===== src/rtl/rs_issue_scheduler_if.sv =====
`default_nettype none
// ============================================================================
// Module      : rs_issue_scheduler_if
// Description : Bundle between the RS table / issue stage (master) and the
//               issue scheduler (slave): ready/FU info in, issue slots out.
// Revision    : 1.0 - initial release
// ============================================================================
interface rs_issue_scheduler_if #(
    parameter int RSLEN = 16,
    parameter int IDXW  = $clog2(RSLEN)
);
    logic                   squash;
    logic [RSLEN-1:0]       entry_ready;
    logic [2*RSLEN-1:0]     entry_fu;
    logic                   mem_fu_ready;
    logic [2:0]             issue_valid;
    logic [3*IDXW-1:0]      issue_idx;
    logic [5:0]             issue_fu;
    logic [RSLEN-1:0]       issue_clear;
    logic                   mult_busy;

    modport master (
        output squash, entry_ready, entry_fu, mem_fu_ready,
        input  issue_valid, issue_idx, issue_fu, issue_clear, mult_busy
    );

    modport slave (
        input  squash, entry_ready, entry_fu, mem_fu_ready,
        output issue_valid, issue_idx, issue_fu, issue_clear, mult_busy
    );
endinterface
`default_nettype wire


===== src/rtl/rs_issue_scheduler.sv =====
`default_nettype none
// ============================================================================
// Module      : rs_issue_scheduler
// Description : Round-robin selection of up to 3 ready RS entries per cycle
//               onto NUM_ALU ALUs, one non-pipelined multiplier, one memory
//               port and one branch unit. All outputs registered.
// Revision    : 1.0 - initial release
// ============================================================================
module rs_issue_scheduler #(
    parameter int RSLEN    = 16,
    parameter int IDXW     = $clog2(RSLEN),
    parameter int NUM_ALU  = 3,
    parameter int MULT_LAT = 4
) (
    input  wire logic            clock,
    input  wire logic            reset,
    rs_issue_scheduler_if.slave  bus
);
    localparam int                c_cnt_w       = (MULT_LAT > 1) ? $clog2(MULT_LAT) : 1;
    localparam logic [c_cnt_w-1:0] c_mult_reload = c_cnt_w'(MULT_LAT - 1);
    localparam logic [1:0]        c_fu_alu      = 2'd0;
    localparam logic [1:0]        c_fu_mult     = 2'd1;
    localparam logic [1:0]        c_fu_mem      = 2'd2;

    logic [2:0]             issue_valid_q, issue_valid_d;
    logic [3*IDXW-1:0]      issue_idx_q,   issue_idx_d;
    logic [5:0]             issue_fu_q,    issue_fu_d;
    logic [RSLEN-1:0]       issue_clear_q, issue_clear_d;
    logic                   mult_busy_q,   mult_busy_d;
    logic [IDXW-1:0]        rr_ptr_q,      rr_ptr_d;
    logic [c_cnt_w-1:0]     mult_cnt_q,    mult_cnt_d;

    logic [RSLEN-1:0]       eligible;
    logic [IDXW:0]          scan_sum;
    logic [IDXW-1:0]        scan_idx;
    logic [IDXW-1:0]        last_idx;
    logic [1:0]             scan_fu;
    logic [1:0]             n_total;
    logic [1:0]             n_alu;
    logic                   mult_taken;
    logic                   mem_taken;
    logic                   br_taken;
    logic                   can_grant;

    // Entries granted last edge are still being freed by the RS; skip them.
    assign eligible = bus.entry_ready & ~issue_clear_q;

    // Round-robin scan from rr_ptr, granting entries that fit the FU budget.
    always_comb begin
        issue_valid_d = '0;
        issue_idx_d   = '0;
        issue_fu_d    = '0;
        issue_clear_d = '0;
        n_total       = '0;
        n_alu         = '0;
        mult_taken    = 1'b0;
        mem_taken     = 1'b0;
        br_taken      = 1'b0;
        last_idx      = rr_ptr_q;
        scan_sum      = '0;
        scan_idx      = '0;
        scan_fu       = '0;
        can_grant     = 1'b0;
        for (int k = 0; k < RSLEN; k++) begin
            scan_sum = {1'b0, rr_ptr_q} + (IDXW+1)'(k);
            if (scan_sum >= (IDXW+1)'(RSLEN)) begin
                scan_sum = scan_sum - (IDXW+1)'(RSLEN);
            end
            scan_idx = scan_sum[IDXW-1:0];
            scan_fu  = bus.entry_fu[2*scan_idx +: 2];
            case (scan_fu)
                c_fu_alu:  can_grant = (n_alu < 2'(NUM_ALU));
                c_fu_mult: can_grant = !mult_taken && (mult_cnt_q == '0);
                c_fu_mem:  can_grant = !mem_taken && bus.mem_fu_ready;
                default:   can_grant = !br_taken;
            endcase
            if (eligible[scan_idx] && (n_total < 2'd3) && can_grant) begin
                issue_valid_d[n_total]              = 1'b1;
                issue_idx_d[n_total*IDXW +: IDXW]   = scan_idx;
                issue_fu_d[n_total*2 +: 2]          = scan_fu;
                issue_clear_d[scan_idx]             = 1'b1;
                last_idx                            = scan_idx;
                n_total                             = n_total + 2'd1;
                case (scan_fu)
                    c_fu_alu:  n_alu      = n_alu + 2'd1;
                    c_fu_mult: mult_taken = 1'b1;
                    c_fu_mem:  mem_taken  = 1'b1;
                    default:   br_taken   = 1'b1;
                endcase
            end
        end

        // Pointer moves just past the last granted entry, wrapping at RSLEN.
        rr_ptr_d = rr_ptr_q;
        if (n_total != 2'd0) begin
            rr_ptr_d = (last_idx == IDXW'(RSLEN - 1)) ? '0 : last_idx + IDXW'(1);
        end

        if (mult_taken) begin
            mult_cnt_d = c_mult_reload;
        end else if (mult_cnt_q != '0) begin
            mult_cnt_d = mult_cnt_q - c_cnt_w'(1);
        end else begin
            mult_cnt_d = mult_cnt_q;
        end

        // Squash discards this cycle's selection and restarts arbitration.
        if (bus.squash) begin
            issue_valid_d = '0;
            issue_idx_d   = '0;
            issue_fu_d    = '0;
            issue_clear_d = '0;
            rr_ptr_d      = '0;
            mult_cnt_d    = '0;
        end

        mult_busy_d = (mult_cnt_d != '0);
    end

    // Register all outputs and arbitration state; reset dominates squash.
    always_ff @(posedge clock) begin
        if (reset) begin
            issue_valid_q <= '0;
            issue_idx_q   <= '0;
            issue_fu_q    <= '0;
            issue_clear_q <= '0;
            mult_busy_q   <= 1'b0;
            rr_ptr_q      <= '0;
            mult_cnt_q    <= '0;
        end else begin
            issue_valid_q <= issue_valid_d;
            issue_idx_q   <= issue_idx_d;
            issue_fu_q    <= issue_fu_d;
            issue_clear_q <= issue_clear_d;
            mult_busy_q   <= mult_busy_d;
            rr_ptr_q      <= rr_ptr_d;
            mult_cnt_q    <= mult_cnt_d;
        end
    end

    assign bus.issue_valid = issue_valid_q;
    assign bus.issue_idx   = issue_idx_q;
    assign bus.issue_fu    = issue_fu_q;
    assign bus.issue_clear = issue_clear_q;
    assign bus.mult_busy   = mult_busy_q;

endmodule
`default_nettype wire


===== src/flat_wrapper.sv =====
// flat-port wrapper written by rule: the top's interface ports become plain ports
module rs_issue_scheduler_flat 
#(
    parameter int RSLEN    = 16,
    parameter int IDXW     = $clog2(RSLEN),
    parameter int NUM_ALU  = 3,
    parameter int MULT_LAT = 4
)
  (clock, reset, bus_squash, bus_entry_ready, bus_entry_fu, bus_mem_fu_ready, bus_issue_valid, bus_issue_idx, bus_issue_fu, bus_issue_clear, bus_mult_busy);
  rs_issue_scheduler_if #(.RSLEN(RSLEN), .IDXW(IDXW)) bus_i ();
  input  wire logic clock;
  input  wire logic reset;
  input wire logic [$bits(bus_i.squash)-1:0] bus_squash;
  input wire logic [$bits(bus_i.entry_ready)-1:0] bus_entry_ready;
  input wire logic [$bits(bus_i.entry_fu)-1:0] bus_entry_fu;
  input wire logic [$bits(bus_i.mem_fu_ready)-1:0] bus_mem_fu_ready;
  output wire logic [$bits(bus_i.issue_valid)-1:0] bus_issue_valid;
  output wire logic [$bits(bus_i.issue_idx)-1:0] bus_issue_idx;
  output wire logic [$bits(bus_i.issue_fu)-1:0] bus_issue_fu;
  output wire logic [$bits(bus_i.issue_clear)-1:0] bus_issue_clear;
  output wire logic [$bits(bus_i.mult_busy)-1:0] bus_mult_busy;
  assign bus_i.squash = bus_squash;
  assign bus_i.entry_ready = bus_entry_ready;
  assign bus_i.entry_fu = bus_entry_fu;
  assign bus_i.mem_fu_ready = bus_mem_fu_ready;
  assign bus_issue_valid = bus_i.issue_valid;
  assign bus_issue_idx = bus_i.issue_idx;
  assign bus_issue_fu = bus_i.issue_fu;
  assign bus_issue_clear = bus_i.issue_clear;
  assign bus_mult_busy = bus_i.mult_busy;
  rs_issue_scheduler #(.RSLEN(RSLEN), .IDXW(IDXW), .NUM_ALU(NUM_ALU), .MULT_LAT(MULT_LAT)) u_core (.clock(clock), .reset(reset), .bus(bus_i));
endmodule

===== config.mk =====
export PLATFORM = sky130hd
export DESIGN_NAME = rs_issue_scheduler_flat
export DESIGN_NICKNAME = d
export VERILOG_FILES = /design/src/rtl/rs_issue_scheduler_if.sv /design/src/rtl/rs_issue_scheduler.sv /design/src/flat_wrapper.sv
export SDC_FILE = /design/constraint.sdc
export NUM_CORES = 1
export LEC_CHECK = 0
export ABC_CLOCK_PERIOD_IN_PS = 43300
export CAP_MARGIN = 20
export CORE_ASPECT_RATIO = 2
export CORE_MARGIN = 2
export CORE_UTILIZATION = 35
export DETAILED_ROUTE_END_ITERATION = 8
export PLACE_DENSITY = 0.59
export SKIP_LAST_GASP = 1
export SLEW_MARGIN = 20
export SYNTH_ARGS = -nofsm -noshare
export SYNTH_HDL_FRONTEND = slang
export SYNTH_SLANG_ARGS = --single-unit

===== constraint.sdc =====
create_clock -name clock -period 43.3 [get_ports clock]
set_input_delay 8.66 -clock clock [delete_from_list [all_inputs] [get_ports clock]]
set_output_delay 8.66 -clock clock [all_outputs]
set_load 0.05 [all_outputs]

==> impl_metrics.yaml, run 1 <==
outcome:
  status: "finished clean"
critical_path:
  crit_type: "in -> reg"
  worstPathMaxFanout: 21
  critPathSlowestCell: "xnor2_2"
  cp_common_cell: "ha_1"
  crit_path_end_kind: "flip-flop"
  cp_slowest_stage_delay_ps: 670
  cp.arrival_ps: 41190
  critPathLaunchType: "primary input"
  required_ps: 43520
routing:
  vias_per_cell: 7.13
  drt-total-wl_um: 98900
  first_pass_iters: 6
  drt-wirelength-per-cell_um: 37.7
  drt_iter0_drc: 2181
  ant_nets: 0
  dr_total_vias: 18700
  drc: 0
global_routing:
  grt_pass1_vias: 18400
  antenna_found_initial: 6
  gr-usage-all-layers: 0.418
  grt_start_max_net_pins: 62
  grt_overflow: 0
  grt_pass1_wl_um: 138000
yosys:
  synth_common_cells: "nand2_1, nor2_1, ha_1, clkbuf_1"
  synth_area_leader_cell: "mux4_2"
  synth_top_cell_area_share: 0.102
  synth_edf_count: 0
  yosys_register_bits: 44
  seq_area_frac_synth: 0.0570
  synth.area.top_cells: "mux4_2, ha_1, dfxtp_1"
  syn_nets: 2236
  synth.most_common_cell: "nand2_1"
  netlist_area_um2: 15400
  async_flop_share: 0
  synthCells: 2060
  syn_avg_cell_area_um2: 7.50
  synth_cell_type_count: 111
  synth-main-ff-cell: "dfxtp_1"
  synth_warnings: 0
clock_network:
  cts.sinks: 44
  cts_hold_buf: 0
  path_clk_slew_ps: 70
  htreeDepth: 2
  cts-buffers-inserted: 5
  cts_tree: "done"
  cts_setup_buffers: 0
  clock_latency_ps: 310
  cts_resized: 0
  cts_buffer_depth: 2
  cts_root_buffer: "clkbuf_16"
timing:
  hold_slack_ps: 535
  finalSetupViolCount: 0
  rsz0062_at_grt: "no"
  max_freq_mhz: 24.4
  maxSlewHeadroom: 0.163
  fin_worst_skew_ps: 10.0
  maxSlewViolCount: 0
  worst_pin_slew_ps: 1260
  fin_crit_ps: 40970
  fin_tns_setup_ps: 0
  layout_worst_path_cycle_share: 0.946
  finalHoldViolations: 0
worst_hold_path:
  hold_path.class: "reg -> reg"
die:
  num_rows: 108
  die_x_um: 153
  start_util: 0.355
  fp.dieH_um: 301
  core-area_um2: 43500
  die_area_um2: 45900
  pin_count: 90
layout:
  nets: 2248
  area_delta_synth_final_pct: 10.8
  postLayoutCellArea_um2: 17100
  drive_above_1_share: 0.131
placed_design:
  placed_area_um2: 16900
  dp_hpwl_um: 77200
  portBuffers: 89
  gp_congestion: 1.11
job:
  cap_violations: 0
flip-flops by register name, summed over array words and instances (netlist names):
signal / count
u_core.bus.issue_idx: 12
u_core.mult_cnt_q: 2
u_core.bus.issue_valid: 3
u_core.rr_ptr_q: 4
u_core.bus.mult_busy: 1
u_core.bus.issue_clear: 16
u_core.bus.issue_fu: 6
cell type report:
class                      instances  area (um^2)
fill                            4639        26400
multi-input combinational       1778        13600
timing repair buffer             157         1410
sequential                        44          887
tap                              550          688
inverter                          86          338
clock buffer                       6          150
clock inverter                     2         16.3
antenna                            2         5.00
final timing paths:
| kind | from | endpoint | slack, ps | cells after the start |
|---|---|---|---|---|
| max reg2reg | u_core.rr_ptr_q[0] | u_core.bus.issue_idx[4] | 8980 | 114 |
| max | bus_entry_fu[4] | u_core.bus.issue_idx[4] | 2330 | 112 |
| min | u_core.mult_cnt_q[1] | u_core.mult_cnt_q[1] | 530 | 2 |
| min reg2reg | u_core.mult_cnt_q[1] | u_core.mult_cnt_q[1] | 530 | 2 |
worst max-delay path, delay by kind of cell:
kind | cells | cell delay [ps]
AO/OA/AOI/OAI | 31 | 9200
XOR/XNOR | 13 | 4440
adder cells (fa/ha/maj) | 16 | 3860
buffers and inverters | 20 | 4330
multiplexers | 5 | 2670
AND/OR/NAND/NOR | 27 | 7910
layer usage:
layer / wire (um) / GRT usage
met1: 29600 / 0.382
met2: 45800 / 0.694
met3: 8660 / 0.116
met4: 14800 / 0.491
met5: 61 / 0
stage by stage:
step                std cells  setup WS (ps)  utilization
floorplan                2060           6710            -
global placement         2614           1920        0.389
detailed placement       2614           1430        0.389
CTS                      2622           1620        0.393
global route             2623            118        0.393
finish                   2625           2330        0.393
kinds of logic (layout without fill, tap and decap cells):
| kind of cell | after synthesis | in the layout | share of synthesized area |
|---|---|---|---|
| AND/OR/NAND/NOR | 780 | 780 | 0.259 |
| AO/OA/AOI/OAI | 661 | 661 | 0.307 |
| buffers and inverters | 238 | 251 | 0.0671 |
| multiplexers | 162 | 162 | 0.167 |
| adder cells (fa/ha/maj) | 124 | 124 | 0.101 |
| XOR/XNOR | 51 | 51 | 0.0423 |
| flip-flops | 44 | 44 | 0.0570 |
| other | 0 | 2 | 0 |
layout by cell type, fill, tap and decap left out, types with 23 or more instances in the layout:
| cell type | n |
|---|---|
| o211ai_1 | 27 |
| mux2i_1 | 43 |
| a32oi_1 | 24 |
| nand4_1 | 25 |
| nor2b_1 | 31 |
| inv_1 | 74 |
| mux4_2 | 70 |
| nand2b_1 | 28 |
| mux2_2 | 44 |
| buf_4 | 67 |
| dfxtp_1 | 41 |
| o221ai_1 | 23 |
| a211oi_1 | 24 |
| nor2_1 | 152 |
| a21oi_1 | 104 |
| nor3_1 | 58 |
| o21ai_0 | 102 |
| ha_1 | 120 |
| a31oi_1 | 61 |
| o22ai_1 | 34 |
| clkdlybuf4s50_1 | 89 |
| a22oi_1 | 38 |
| and2_1 | 43 |
| a221oi_1 | 25 |
| nor3b_1 | 29 |
| nand3_1 | 60 |
| nand2_1 | 231 |
Power of run 1 is not shown: default switching activity piles up to over one toggle a cycle in this logic, so the estimate is an artifact.
==> inputs of run 2 (changes only) <==
- CAP_MARGIN: 20 -> 10
==> results of run 2 <==
Same layout as run 1: the final DEF is identical, and so are final timing and power.
Power of run 2 is left out for the same reason.
